--- src/rtl/systolic_pkg.sv ---
// Shared types, default sizes and helpers for the systolic array sequencer.
package systolic_pkg;

   typedef enum logic [2:0] {
      IDLE   = 3'd0,
      LOAD_W = 3'd1,
      FEED   = 3'd2,
      DRAIN  = 3'd3,
      FIN    = 3'd4
   } sctl_state_e;

   localparam int SIZE_DEF  = 8;
   localparam int CNT_W_DEF = 16;

   // Number of set bits; covers column masks up to 64 columns wide.
   function automatic int unsigned popcount(input logic [63:0] v);
      int unsigned n;
      n = 32'd0;
      for (int i = 0; i < 64; i++) begin
         n = n + {31'd0, v[i]};
      end
      return n;
   endfunction

endpackage

--- src/rtl/skew_delay.sv ---
// Stall-aware 1-bit shift register; tap k is the input delayed by k+1 enabled cycles.
module skew_delay #(
   parameter int DEPTH = 9
) (
   input  logic             clk,
   input  logic             rst,
   input  logic             en_i,
   input  logic             d_i,
   output logic [DEPTH-1:0] taps_o
);

   logic [DEPTH-1:0] taps_q;

   // Shift only on enabled cycles so a stall freezes every tap in place
   always_ff @(posedge clk or posedge rst) begin
      if (rst) begin
         taps_q <= {DEPTH{1'b0}};
      end else if (en_i) begin
         taps_q <= {taps_q[DEPTH-2:0], d_i};
      end else begin
         taps_q <= taps_q;
      end
   end

   assign taps_o = taps_q;

endmodule

--- src/rtl/systolic_ctrl.sv ---
// Sequencer for the SIZE x SIZE weight-stationary PE array: weight load, activation feed, skewed column enables.
// Defining SYSTOLIC_OPCNT_EN adds the 48-bit op_count output (2*SIZE ops per enabled column per cycle).
module systolic_ctrl
   import systolic_pkg::*;
#(
   parameter int SIZE  = SIZE_DEF,
   parameter int CNT_W = CNT_W_DEF
) (
   input  logic                    clk,
   input  logic                    rst,
   input  logic                    start,
   input  logic                    load_w,
   input  logic [CNT_W-1:0]        num_vec,
   input  logic                    stall,
   output logic                    wt_we,
   output logic [$clog2(SIZE)-1:0] wt_row,
   output logic                    act_rd_en,
   output logic [CNT_W-1:0]        act_rd_addr,
   output logic [SIZE-1:0]         col_en,
   output logic                    out_valid,
   output logic [CNT_W-1:0]        out_idx,
   output logic                    busy,
`ifdef SYSTOLIC_OPCNT_EN
   output logic [47:0]             op_count,
`endif
   output logic                    done
);

   localparam int RW = $clog2(SIZE);

   sctl_state_e      state_q;
   logic [CNT_W-1:0] k_q;
   logic [CNT_W-1:0] addr_q;
   logic [CNT_W-1:0] idx_q;
   logic [RW-1:0]    row_q;
   logic [SIZE:0]    taps_s;
   logic             run_s;
   logic             accept_s;

   assign run_s    = ~stall;
   assign accept_s = (state_q == IDLE) & start;

   // Phase sequencing plus weight-row, activation-address and result-index counters
   always_ff @(posedge clk or posedge rst) begin
      if (rst) begin
         state_q <= IDLE;
         k_q     <= {CNT_W{1'b0}};
         addr_q  <= {CNT_W{1'b0}};
         idx_q   <= {CNT_W{1'b0}};
         row_q   <= {RW{1'b0}};
      end else begin
         case (state_q)
            IDLE: begin
               if (start) begin
                  k_q    <= num_vec;
                  addr_q <= {CNT_W{1'b0}};
                  row_q  <= {RW{1'b0}};
                  if (load_w) begin
                     state_q <= LOAD_W;
                  end else if (num_vec != {CNT_W{1'b0}}) begin
                     state_q <= FEED;
                  end else begin
                     state_q <= FIN;
                  end
               end
            end
            LOAD_W: begin
               if (run_s) begin
                  if (row_q == RW'(SIZE - 1)) begin
                     row_q   <= {RW{1'b0}};
                     state_q <= (k_q != {CNT_W{1'b0}}) ? FEED : FIN;
                  end else begin
                     row_q <= row_q + RW'(1'b1);
                  end
               end
            end
            FEED: begin
               if (run_s) begin
                  if (addr_q == k_q - CNT_W'(1'b1)) begin
                     addr_q  <= {CNT_W{1'b0}};
                     state_q <= DRAIN;
                  end else begin
                     addr_q <= addr_q + CNT_W'(1'b1);
                  end
               end
            end
            // The last tap can still hold a result; it leaves on this same edge
            DRAIN: begin
               if (run_s && (taps_s[SIZE-1:0] == {SIZE{1'b0}})) begin
                  state_q <= FIN;
               end
            end
            FIN: begin
               if (run_s) begin
                  state_q <= IDLE;
               end
            end
            default: begin
               state_q <= IDLE;
            end
         endcase

         if (accept_s) begin
            idx_q <= {CNT_W{1'b0}};
         end else if (out_valid) begin
            idx_q <= idx_q + CNT_W'(1'b1);
         end else begin
            idx_q <= idx_q;
         end
      end
   end

   skew_delay #(
      .DEPTH (SIZE + 1)
   ) u_skew (
      .clk    (clk),
      .rst    (rst),
      .en_i   (run_s),
      .d_i    (act_rd_en),
      .taps_o (taps_s)
   );

   assign wt_we       = (state_q == LOAD_W) & run_s;
   assign wt_row      = row_q;
   assign act_rd_en   = (state_q == FEED) & run_s;
   assign act_rd_addr = addr_q;
   assign col_en      = taps_s[SIZE-1:0];
   assign out_valid   = taps_s[SIZE] & run_s;
   assign out_idx     = idx_q;
   assign busy        = (state_q != IDLE);
   assign done        = (state_q == FIN) & run_s;

`ifdef SYSTOLIC_OPCNT_EN
   logic [47:0] op_count_q;

   // Operation counter: restarts on each accepted command, holds after completion
   always_ff @(posedge clk or posedge rst) begin
      if (rst) begin
         op_count_q <= 48'd0;
      end else if (accept_s) begin
         op_count_q <= 48'd0;
      end else if (run_s) begin
         op_count_q <= op_count_q + 48'(2 * SIZE) * 48'(popcount(64'(col_en)));
      end else begin
         op_count_q <= op_count_q;
      end
   end

   assign op_count = op_count_q;
`endif

endmodule

--- config.mk ---
export PLATFORM = sky130hd
export DESIGN_NAME = systolic_ctrl
export DESIGN_NICKNAME = d
export VERILOG_FILES = /design/src/rtl/systolic_pkg.sv /design/src/rtl/skew_delay.sv /design/src/rtl/systolic_ctrl.sv
export SDC_FILE = /design/constraint.sdc
export NUM_CORES = 1
export LEC_CHECK = 0
export ABC_AREA = 1
export CAP_MARGIN = 25
export CORE_MARGIN = 1.5
export CORE_UTILIZATION = 53
export DETAILED_ROUTE_END_ITERATION = 8
export PLACE_DENSITY_LB_ADDON = 0.1
export SLEW_MARGIN = 20
export SYNTH_ARGS = -nofsm -noshare
export SYNTH_HDL_FRONTEND = slang
export SYNTH_SLANG_ARGS = --single-unit
--- constraint.sdc ---
create_clock -name clk -period 2.8 [get_ports clk]
set_input_delay 0.56 -clock clk [delete_from_list [all_inputs] [get_ports clk]]
set_output_delay 0.56 -clock clk [all_outputs]
set_load 0.005 [all_outputs]
== Yosys cells after proc, flatten, opt, wreduce, memory -nomap -nowiden ==
Cells that the tools add are included.
Word-level totals
  flip-flop bits (word level): 63
  bits in writable memories: 0
  bits in read-only memories: 0
  bits of input ports: 21
  output and inout bits: 48
  memories kept: 0
  bits in latches: 0
  logic and storage cells: 63
Cells by class
  bitwise logic cells: 6
  muxes and demuxes: 21
  multipliers: 0
  reductions and logical operators: 13
  magnitude comparators: 0
  shift-type cells: 0
  divide/modulo/power cells: 0
  add/sub/neg operators: 4
  equality and inequality tests: 13
Operators by type and width (number)
  $mux 16: 5
  $mux 3: 13
  $add 16x1->16 const B: 2
  $pmux 16 s2: 1
  $reduce_bool 16->1: 2
  $eq 16x16->1: 1
  $sub 16x1->16 const B: 1
  $pmux 3 s5: 1
  $ne 2x2->1 const B: 7
  $logic_not 8->1: 1
  $reduce_and 7->1: 1
  $eq 3x2->1 const B: 2
  $eq 3x3->1 const B: 2
  $pmux 3 s2: 1
  $reduce_and 3->1: 2
  $reduce_bool 2->1: 3
  $and 1x1->1: 5
  $add 3x1->3 const B: 1
  $eq 3x1->1 const B: 1
  $logic_not 3->1: 1
  $reduce_bool 3->1: 1
  $reduce_and 2->1: 1
  $logic_and 1x1->1: 1
  $not 1->1: 1

== Depth between registers and ports, before layout ==
  depth in word-level cells: 5
  mapped depth: 17
  mapped depth without buffers: 16

== By module ==
From an unflattened synthesis, not the netlist that was laid out.
Second synthesis, totals
  cell total of the unflattened synthesis: 531
  area total of the unflattened synthesis: 3807.4 µm²
By module, submodules not included
  systolic_ctrl: times used 1, area an instance 3462.1 µm², seq. area each 1351.3 µm², cells each 492
  skew_delay: times used 1, area an instance 345.3 µm², seq. area each 225.2 µm², cells each 39

== Least setup slack after synthesis ==
OpenSTA, ideal clock, no wires.
  path kind: input-to-reg
  start point: input port stall
  end point: register idx_q[13], in the netlist out_idx[13]
  data required time: 2679 ps
  path slack: 950 ps
  arrival time: 1730 ps
  stages on the path: 11
  path buffers: 1
  library setup time: 121 ps
  path through: buf_2 inv_1 nand2_1 nand2_2 inv_2 nor2_2 nand3_1 nor2_2 nand4_1 o21ai_1 nor2_1
On the way
  cells in the longest elaborated chain, start to end: 3
RTL lines
  start, declared: line systolic_ctrl.sv:14  | input logic stall,
  $not 1->1: line systolic_ctrl.sv:40  | assign run_s = ~stall;
  $and 1x1->1: line systolic_ctrl.sv:128  | assign out_valid = taps_s[SIZE] & run_s;
  $reduce_bool 2->1 (no source line)
  end signal, assigned: line systolic_ctrl.sv:49  | idx_q <= {CNT_W{1'b0}};
  end signal, assigned: line systolic_ctrl.sv:104  | idx_q <= {CNT_W{1'b0}};
  end signal, assigned: line systolic_ctrl.sv:108  | idx_q <= idx_q;
  end, declared: line systolic_ctrl.sv:34  | logic [CNT_W-1:0] idx_q;
Every way passes these cells.
A chain may end at the register's enable or synchronous reset.

== Worst setup path in the final report ==
  start point: input port stall
  end point: output port act_rd_en
On the way
  cells in the longest elaborated chain, start to end: 2
RTL lines
  $not 1->1: line systolic_ctrl.sv:40
  $and 1x1->1: line systolic_ctrl.sv:125  | assign act_rd_en = (state_q == FEED) & run_s;
  end, declared: line systolic_ctrl.sv:17  | output logic act_rd_en,
Every way passes these cells.

==> reports/qor.txt <==
status: complete, no violations
Antenna Nets Post-Route: 0
Sw Share: 40.9%
Vias/cell: 5.17
Port-buffer cells: 68
clk buf depth: 2
slew margin rel.: 61.9%
final period utilization: 89.7%
global-route wire length before repair: 14.8 mm
pin count of the biggest net entering global routing: 35
Gate power share: 42.7%
Hold Fails Final Rpt: 0
Worst path slowest cell: clkdlybuf4s50_1
drt pass-1 iters: 4
CP delay by family, top: buffers and inverters
total wire length: 8.71 mm
PwrDens: 789 nW/um2
RSZ-0062 raised after global routing: no
EDFF count, synth: 0
Synth cell types: 45
FF-to-FF setup slack: 600 ps
P_leak: 2.17 nW
crit path max fanout: 5
post-synthesis sequential area ratio: 42.0%
die area: 7600 um2
initial antenna violation count: 0
Reg2Reg Capture Point: state_q[1]
diodes inserted: 0
min Tclk post-route: 2510 ps
TritonCTS Sinks: 63
GPL Wtd Cong: 0.931
Post-synth ARST share: 100%
crit path capture: act_rd_en
net count after synthesis: 517
post-synth design cell area: 3760 um2
startpoint types: input port
Core Footprint: 6830 um2
Syn Area/Cell: 7.65 um2
Crit. End Element: output port
nets: 586
most common cell after layout, fill and taps aside: nand2_1
Slew Limit Fails: 0
number of DRC markers in iteration 0: 148
WL/cell: 13.2 um
Die Ht: 87.2 um
gr ovfl total: 0
fillers: 582
Root Driver: clkbuf_8
post-synth top area share: 42.0%
Yosys warning total: 0
hold_buf cts: 0
Seq pwr share: 35.9%
I/O pin cnt: 69
transition time of the tightest slew-check pin: 566 ps
worst path bufs/invs: 5
Gates resized, CTS repair: 0
crit path from: stall
worst path arrival time: 1950 ps
count of standard-cell rows: 30
Layout area overhead: 25.4%
non-filler instance count after layout: 660
P_int: 2.20 mW
main flop type after synthesis: dfrtp_1
share of cells above drive strength 1: 10.1%
Levels on crit path: 6
via count of the first global-routing pass: 3349
postcts setup bufs: 0
largest cells by area after synthesis: dfrtp_1 (42%), nand2_1 (12%), inv_1 (5.7%)
vias: 3413
CTS buffer count: 9
most area-hungry cell type in the Yosys netlist: dfrtp_1
Multi-input gate area: 1820 um2
chip width: 87.2 um
Critical Path Max Stage Delay: 500 ps
worst hold path type: reg2reg
Post-Place Cells: 645
Yosys reg bits: 63
R2R Path Start: k_q[0]
Clk pwr share: 21.4%
Switch Pwr: 1.52 mW
MaxCap Viol Count: 0
Setup Crit Path Kind: in2out
register area: 1580 um2
setup-violating endpoint count in the final report: 0
critical path required time: 2240 ps
worst skew pair latency: 330 ps
GRT Total Usage: 24.9%
CP Cell Sequence: clkdlybuf4s50_1 > inv_1 > buf_4 > nand2_2 > inv_1 > clkdlybuf4s50_1
Final Skew: 11.9 ps
synthesized instance count: 491
H-tree levels: 3
Worst IR Drop VDD: 0.000445 V
r2r worst-path depth: 16
CTS tree: yes
Starting Density: 55.0%
most frequent cells in the layout: nand2_1 (121), clkdlybuf4s50_1 (68), dfrtp_1 (63)
clock-pin slew on the worst setup and hold paths: 60 ps
Post-DP HPWL: 6.57 mm
Setup TNS: 0 ps
drc violations: 0
Peak Freq: 0.398 GHz
[layer usage]
metal  part of all wire [%]  wire, um  vias to the layer above  global-route usage [%]
li1                       -         -                     1706                       -
met3                    3.5       304                        6                    4.83
met4                   0.52        45                        0                    6.35
met2                     52      4510                       86                    44.0
met5                      0         0                        -                       0
met1                     44      3850                     1615                    31.2
[worst min-delay path, cell delays in order (launching register included)]
cell and delay, ps:
dfrtp_1 350, nand2_1 50, nand2_1 50
[cells by family after synthesis]
kind of cell | Yosys count | synth area share (%)
DFF | 63 | 42.0
xor gates and xnor gates | 27 | 6.29
adders and majority gates | 5 | 1.67
AOI/OAI and AO/OA | 65 | 9.56
and+or+nand+nor | 247 | 30.8
buffers and inverters | 84 | 9.72
[cell type report]
type	instances	share of cell area (%)
multi-input combinational	344	38.5
sequential	63	33.4
timing repair buffer	76	16.0
inverter	66	5.31
clock buffer	12	3.29
tap	96	2.55
clock inverter	3	0.903
[worst min-delay path by stage]
stage	start	end	slack (ps)	depth (start not counted)
global placement	u_skew.taps_o[8]	u_skew.taps_o[8]	480	2
CTS	u_skew.taps_o[8]	u_skew.taps_o[8]	480	2
finish	u_skew.taps_o[8]	u_skew.taps_o[8]	480	2
global route	u_skew.taps_o[8]	u_skew.taps_o[8]	510	2
floorplan	u_skew.taps_o[8]	u_skew.taps_o[8]	450	2
detailed placement	u_skew.taps_o[8]	u_skew.taps_o[8]	470	2
[sequential cells by signal (all words and copies together) (netlist names)]
register / count
out_idx: 16
u_skew.taps_o: 9
act_rd_addr: 16
state_q: 3
k_q: 16
wt_row: 3
[synthesized netlist by cell type (2+ instances only)]
cell type	instances
a21oi_1	23
a21oi_2	3
a31oi_1	2
buf_2	2
buf_4	8
buf_6	2
clkbuf_1	5
dfrtp_1	63
ha_1	5
inv_1	57
inv_2	7
nand2_1	121
nand2_2	6
nand3_1	39
nand4_1	5
nor2_1	39
nor2_2	6
nor2_4	4
nor3_1	8
nor3_2	2
nor4_1	6
o21ai_0	28
o21ai_1	3
xnor2_1	11
xor2_1	16
[power groups by stage]
| stage | Combinational [mW] | Sequential [mW] | Clock [mW] |
|---|---|---|---|
| 2_1_floorplan | 1.20 | 1.29 | 0 |
| 3_3_place_gp | 1.55 | 1.35 | 0 |
| 3_5_place_dp | 1.58 | 1.35 | 0 |
| 4_1_cts | 1.59 | 1.33 | 0.816 |
| 5_1_grt | 1.82 | 1.36 | 0.849 |
| 6_report | 1.59 | 1.34 | 0.798 |
[stage by stage]
stage | power, mW | util [%] | area [um2] | hold WS [ps] | setup WS, ps
finish | 3.72 | 69.0 | 4710 | 477 | 290
global route | 4.03 | 69.0 | 4710 | 514 | 203
floorplan | 2.49 | - | 3760 | 446 | 670
CTS | 3.74 | 69.0 | 4710 | 483 | 284
detailed placement | 2.93 | 66.1 | 4520 | 469 | 205
global placement | 2.89 | 66.1 | 4520 | 484 | 287
(Power assumes the default switching activity.)
